$ cat src/rtl/serial_addsub_pkg.sv
// Shared types and helpers for the serial adder/subtractor.
package serial_addsub_pkg;

  typedef enum logic [1:0] {
    IDLE = 2'd0,
    RUN  = 2'd1,
    DONE = 2'd2
  } state_t;

  // Digit counter needs at least one bit even when a single RUN cycle suffices.
  function automatic int cnt_width(input int ndig);
    return (ndig <= 1) ? 1 : $clog2(ndig);
  endfunction

endpackage

$ cat src/rtl/serial_digit_add.sv
// Combinational DIGIT-bit adder slice; cmsb is the carry into the top bit,
// which the overflow option compares against the carry out.
module serial_digit_add #(
  parameter int DIGIT = 1
) (
  input  logic [DIGIT-1:0] x,
  input  logic [DIGIT-1:0] y,
  input  logic             ci,
  output logic [DIGIT-1:0] s,
  output logic             co,
  output logic             cmsb
);

  logic [DIGIT:0] sum;

  assign sum  = {1'b0, x} + {1'b0, y} + {{DIGIT{1'b0}}, ci};
  assign s    = sum[DIGIT-1:0];
  assign co   = sum[DIGIT];
  // Sum bit = x ^ y ^ carry-in, so the carry into the MSB falls out directly.
  assign cmsb = x[DIGIT-1] ^ y[DIGIT-1] ^ sum[DIGIT-1];

endmodule

$ cat src/rtl/serial_addsub_p.sv
// Multi-cycle serial add/sub, DIGIT bits per cycle LSB first, valid/ready on
// both sides. Define SERIAL_ADDSUB_OVF_EN to add the signed-overflow output ovf.
module serial_addsub_p
  import serial_addsub_pkg::*;
#(
  parameter int WIDTH = 8,
  parameter int DIGIT = 1
) (
  input  logic             clk,
  input  logic             rst,
  input  logic             in_valid,
  output logic             in_ready,
  input  logic [WIDTH-1:0] a,
  input  logic [WIDTH-1:0] b,
  input  logic             sub,
  input  logic             cin,
  output logic             out_valid,
  input  logic             out_ready,
  output logic [WIDTH-1:0] res,
  output logic             cout,
  output logic             busy
`ifdef SERIAL_ADDSUB_OVF_EN
  ,
  output logic             ovf
`endif
);

  localparam int NDIG = WIDTH / DIGIT;
  localparam int CW   = cnt_width(NDIG);
  localparam logic [CW-1:0] LAST = CW'(NDIG - 1);

  state_t           state;
  logic [WIDTH-1:0] a_reg, b_reg, res_nxt;
  logic [CW-1:0]    count;
  logic             carry;
  logic [DIGIT-1:0] d;
  logic             c, cmsb;

  serial_digit_add #(.DIGIT(DIGIT)) u_digit (
    .x   (a_reg[DIGIT-1:0]),
    .y   (b_reg[DIGIT-1:0]),
    .ci  (carry),
    .s   (d),
    .co  (c),
    .cmsb(cmsb)
  );

  // New digit enters at the top; a full-width digit replaces res outright.
  generate
    if (DIGIT == WIDTH) begin : g_whole
      assign res_nxt = d;
    end else begin : g_shift
      assign res_nxt = {d, res[WIDTH-1:DIGIT]};
    end
  endgenerate

  assign cout = carry;

  always_ff @(posedge clk or posedge rst) begin
    if (rst) begin
      state     <= IDLE;
      a_reg     <= '0;
      b_reg     <= '0;
      res       <= '0;
      count     <= '0;
      carry     <= 1'b0;
      in_ready  <= 1'b1;
      out_valid <= 1'b0;
      busy      <= 1'b0;
`ifdef SERIAL_ADDSUB_OVF_EN
      ovf       <= 1'b0;
`endif
    end else begin
      case (state)
        IDLE: begin
          if (in_valid) begin
            // Subtraction as A + ~B + ~borrow.
            a_reg    <= a;
            b_reg    <= sub ? ~b : b;
            carry    <= cin ^ sub;
            res      <= '0;
            count    <= '0;
            state    <= RUN;
            in_ready <= 1'b0;
            busy     <= 1'b1;
`ifdef SERIAL_ADDSUB_OVF_EN
            ovf      <= 1'b0;
`endif
          end
        end
        RUN: begin
          res   <= res_nxt;
          a_reg <= a_reg >> DIGIT;
          b_reg <= b_reg >> DIGIT;
          carry <= c;
          count <= count + 1'b1;
          if (count == LAST) begin
            state     <= DONE;
            busy      <= 1'b0;
            out_valid <= 1'b1;
`ifdef SERIAL_ADDSUB_OVF_EN
            ovf       <= c ^ cmsb;
`endif
          end
        end
        DONE: begin
          if (out_ready) begin
            state     <= IDLE;
            out_valid <= 1'b0;
            in_ready  <= 1'b1;
          end
        end
        default: begin
          state     <= IDLE;
          in_ready  <= 1'b1;
          out_valid <= 1'b0;
          busy      <= 1'b0;
        end
      endcase
    end
  end

endmodule
$ cat config.mk
export PLATFORM = sky130hd
export DESIGN_NAME = serial_addsub_p
export DESIGN_NICKNAME = d
export VERILOG_FILES = /design/src/rtl/serial_addsub_pkg.sv /design/src/rtl/serial_digit_add.sv /design/src/rtl/serial_addsub_p.sv
export SDC_FILE = /design/constraint.sdc
export NUM_CORES = 1
export LEC_CHECK = 0
export CAP_MARGIN = 10
export CORE_ASPECT_RATIO = 0.7
export CORE_MARGIN = 2
export CORE_UTILIZATION = 53
export DETAILED_ROUTE_END_ITERATION = 6
export GPL_TIMING_DRIVEN = 0
export PLACE_DENSITY = 0.87
export SETUP_SLACK_MARGIN = 0.02
export SYNTH_ARGS = -nofsm -noshare
export SYNTH_HDL_FRONTEND = slang
export SYNTH_SLANG_ARGS = --single-unit
$ cat constraint.sdc
create_clock -name clk -period 3 [get_ports clk]
set_input_delay 0.3 -clock clk [delete_from_list [all_inputs] [get_ports clk]]
set_output_delay 0.3 -clock clk [all_outputs]
set_load 0.03 [all_outputs]
=== After elaboration in Yosys (flattened, before gate mapping) ===
Cells that the tools add are included.
W data, S select, Z words.

* Bitwise gates (word level): 5
* Muxes and demuxes: 24
* Add/subtract/negate cells: 3
* Reduce and logical (&&, ||, !) cells: 7
* Equal/unequal tests: 6

{| class="wikitable"
|+ Operator list
! operator !! number
|-
| $pmux W8 S2 || 3
|-
| $mux W8 || 4
|-
| $reduce_and A3 Y1 || 4
|-
| $pmux W1 S3 || 3
|-
| $not A8 Y8 || 1
|-
| $mux W1 || 7
|-
| $mux W2 || 3
|-
| $ne A2 B2 Y1 const B || 3
|-
| $pmux W2 S3 || 1
|-
| $pmux W3 S2 || 1
|-
| $add A3 B1 Y3 const B || 1
|-
| $eq A3 B3 Y1 const B || 1
|-
| $mux W3 || 1
|-
| $not A1 Y1 || 3
|-
| $add A1 B1 Y2 || 1
|-
| $add A2 B1 Y2 || 1
|-
| $eq A2 B1 Y1 const B || 1
|-
| $eq A2 B2 Y1 const B || 1
|-
| $logic_not A2 Y1 || 1
|-
| $pmux W1 S2 || 1
|-
| $reduce_and A2 Y1 || 1
|-
| $reduce_bool A2 Y1 || 1
|-
| $xor A1 B1 Y1 || 1
|}

* Output and inout bits: 12
* Input bits: 22
* Register bits after elaboration: 33

=== Logic depth before layout (Yosys ltp) ===
* Depth in word-level cells: 4
* Depth in mapped cells: 5
* Gate-level depth less buffers: 5

=== Cells and area by module ===
Synthesis repeated with hierarchy kept, for this count alone.

* Cells, all modules: 132
* Area total of the unflattened synthesis: 1577.8 µm²

{| class="wikitable"
|+ Modules (own cells, without submodules)
! module !! sequential area each (µm²) !! area each (µm²) !! times used !! cells each
|-
| serial_addsub_p || 827.0 || 1534.0 || 1 || 130
|-
| serial_digit_add || 0.0 || 43.8 || 1 || 2
|}

=== Worst setup path before layout ===
OpenSTA, ideal clock, no wires.

* Path kind: reg2reg
* Start point: register carry (netlist: cout)
* End point: register res[7]
* Data arrival time: 1.201 ns
* Setup slack: 1.673 ns
* Stages on the path, launching flop included: 4
* Cell sequence: dfrtp_1 -> inv_1 -> fa_1 -> o21ai_0

* Word-level cells in the longest chain between the ends: 2

{| class="wikitable"
|+ Ends and longest elaborated chain
! what !! line !! source
|-
| start: declaration || serial_addsub_p.sv:35 || <nowiki>logic carry;</nowiki>
|-
| start signal: assignment || serial_addsub_p.sv:80 || <nowiki>carry <= cin ^ sub;</nowiki>
|-
| $add A2 B1 Y2 || serial_digit_add.sv:16 || <nowiki>assign sum = {1'b0, x} + {1'b0, y} + {{DIGIT{1'b0}}, ci};</nowiki>
|-
| $pmux W8 S2 || serial_addsub_p.sv:74 || <nowiki>case (state)</nowiki>
|-
| end signal: assignment || serial_addsub_p.sv:92 || <nowiki>res <= res_nxt;</nowiki>
|-
| end: declaration || serial_addsub_p.sv:19 || <nowiki>output logic [WIDTH-1:0] res,</nowiki>
|}

Every way passes these cells.
A chain may end at the register's enable or synchronous reset.

=== Worst setup path after layout ===
* Start point: register in_ready
* End point: output in_ready

{| class="wikitable"
|+ RTL lines
! what !! line !! source
|-
| start: declaration || serial_addsub_p.sv:12 || <nowiki>output logic in_ready,</nowiki>
|-
| start signal: assignment || serial_addsub_p.sv:67 || <nowiki>in_ready <= 1'b1;</nowiki>
|-
| start signal: assignment || serial_addsub_p.sv:84 || <nowiki>in_ready <= 1'b0;</nowiki>
|-
| start signal: assignment || serial_addsub_p.sv:110 || <nowiki>in_ready <= 1'b1;</nowiki>
|}

No word-level cell between the ends.

==> run summary <==
Status: finished clean
Multi-input logic area: 636 um2
Clock Path Buffers: 2
Worst r2r path cells: 4
Cell Count, Final, Fillers Out: 235
Clock transition at path regs: 70 ps
Mapped Area: 1550 um2
Core Region: 2780 um2
Max-slew violations: 0
Total power draw: 2.06 mW
Cells after DPL: 226
Leak: 0.934 nW
Critical path launch point type: flop
CTS buffer count: 5
DRT met1 WL: 1560 um
Max Cap Viol: 0
Area Overhead vs Synth: 32.4%
Reg area: 827 um2
Number of routed nets with antenna violations: 0
Total Die Area: 3380 um2
GRT Util Overall: 25.7%
Synth warnings: 0
CTS root buf: clkbuf_8
Met3 WL: 273 um
Slowest cell delay on critical path: 670 ps
WS Path Type: flop to output pin
Highest achievable clock rate: 552 MHz
Net Sw Frac: 38.6%
RSZ-0062 raised after global routing: no
Final Hold Fails: 0
CP top delay family: buffers and inverters
Cells taking the most area after synthesis: dfrtp_1 52%, nand2_1 7.3%, xnor2_1 5.1%
Crit-path cells: clkdlybuf4s50_1
Crit-path max FO: 3
Crit-path slowest cell: clkdlybuf4s50_1
Setup Fix Bufs, Post-CTS: 0
Worst Path Required: 2700 ps
Avg Cell Area, Syn: 9.81 um2
Via count: 1,348
Sequential power share: 36.8%
Relative slew margins: 70.0%
Clock Latency Late Sink: 290 ps
IR drop worst, VDD: 0.000534 V
Routability Congestion: 0.765
Largest net degree at the start of global routing: 34
CTS tree: yes
Post-CTS resize count: 0
P_sw: 795 uW
Post-route minimum period: 1810 ps
Setup WS post-layout: 1190 ps
Max Clock Skew: 7.70 ps
Worst-Margin Slew: 450 ps
WP buf/inv: 1
Post-synth top area share: 51.7%
WL met2: 1790 um
Die Y: 49.3 um
FP Rows: 16
Final Setup Violations: 0
Post-Syn Nets: 183
Power Internal: 1.27 mW
# diodes: 0
First-pass GRT wire length: 6320 um
H-tree depth: 2
Clk pwr share: 21.0%
Iteration count of the initial detailed-routing pass: 4
Wire per inst: 16.0 um
Number of global-route vias before repair: 1,368
Gate count after technology mapping: 158
PwrDens: 1000 nW/um2
Sink Count: 33
DR top layer: met4
Ports: 34
Seq/Total Area, Yosys: 53.3%
Input/output buffers: 32
CP Data Arrival Time: 1510 ps
Fill cell total of the finished layout: 189
Yosys reg bits: 33
DRC: 0
HPWL after detailed placement: 2660 um
Setup_tns: 0 ps
Die W: 68.6 um
DRT iter0 DRCs: 98
Antenna violations before repair: 0
Period Utilization, post-route: 60.4%
Synth area leader: dfrtp_1
Initial Util: 55.7%
Gr ovfl total: 0
Fin nets: 223
Hold Buf Count CTS: 0
Dpl ws: 1080 ps
Worst Hold Class: input pin to async pin
WL final: 3750 um
CP endpoint kind: output pin
Vias per cell: 5.74
Crit. path cell count: 1
Combinational power share: 42.2%
Synth unique cells: 27
Share of layout cells above drive strength 1: 11.1%
[logic make-up after synthesis]
family / count (synthesis) / share of synthesized area (%)
flops: 33 / 53.3
compound gates: 34 / 14.9
xor+xnor: 9 / 5.09
simple gates: 60 / 18.1
buf+inv: 19 / 5.65
fa+ha+maj: 3 / 2.91
[cell usage in the layout, fill, tap and decap left out, drive strengths merged, types with 3 or more instances in the layout]
cell	instances
a21oi	7
clkbuf	10
clkdlybuf4s50	32
nor2	8
nor2b	3
nand3	12
a221o	7
nand2	30
and3b	5
o21ai	14
inv	6
dfrtp	32
xnor2	9
buf	10
[final cells by class]
type	instances	share of cell area [%]
tap	36	2.20
buffer	12	2.99
sequential	33	40.3
clock buffer	7	4.21
inverter	7	1.28
clock inverter	1	1.46
multi-input combinational	106	31.0
timing repair buffer	33	16.6
[Yosys cell counts]
cell type / n
o21bai_2: 1
buf_1: 1
nand2b_1: 1
buf_2: 7
o21ai_1: 2
nand3_1: 12
nor2_1: 8
inv_1: 7
o21ai_0: 12
o221ai_1: 1
clkbuf_1: 3
dfrtp_1: 32
o32a_1: 1
ha_1: 2
and3b_1: 5
buf_6: 1
a22oi_1: 2
fa_1: 1
dfstp_2: 1
nand2_1: 30
nor2b_1: 3
a221o_2: 4
or3b_1: 1
xnor2_1: 9
o22ai_1: 1
a221o_1: 3
a21oi_1: 7
[through the flow]
step / cell area [um2] / util, % / hold slack (ps)
6_report: 2050 / 73.7 / 233
4_1_cts: 2030 / 73.0 / 487
5_1_grt: 2050 / 73.7 / 245
3_3_place_gp: 1920 / 68.8 / 465
2_1_floorplan: 1550 / - / 428
3_5_place_dp: 1920 / 68.8 / 475
[power groups by stage]
stage	Clock (mW)	Sequential, mW	Combinational, mW
CTS	0.437	0.754	0.868
detailed placement	0	0.755	0.862
floorplan	0	0.844	0.457
global route	0.455	0.774	0.966
global placement	0	0.744	0.809
finish	0.433	0.758	0.869
[final timing paths]
kind / from / endpoint / slack, ps
hold / removal: rst / a_reg[5]$_DFFE_PP0P_ / 230
hold reg to reg: a_reg[2]$_DFFE_PP0P_ / a_reg[2]$_DFFE_PP0P_ / 490
max in group asynchronous: rst / in_ready$_DFFE_PP1P_ / 2300
setup reg to reg: state[0]$_DFFE_PP0P_ / a_reg[3]$_DFFE_PP0P_ / 1480
setup / recovery: in_ready$_DFFE_PP1P_ / in_ready / 1190
min in group clk: sub / b_reg[7]$_DFFE_PP0P_ / 480
[per-layer routing]
layer,vias up,track usage [%]
met5,-,0
met4,0,13.0
met3,16,7.16
met2,72,39.6
met1,645,32.8
li1,615,-
(Power assumes the default switching activity.)
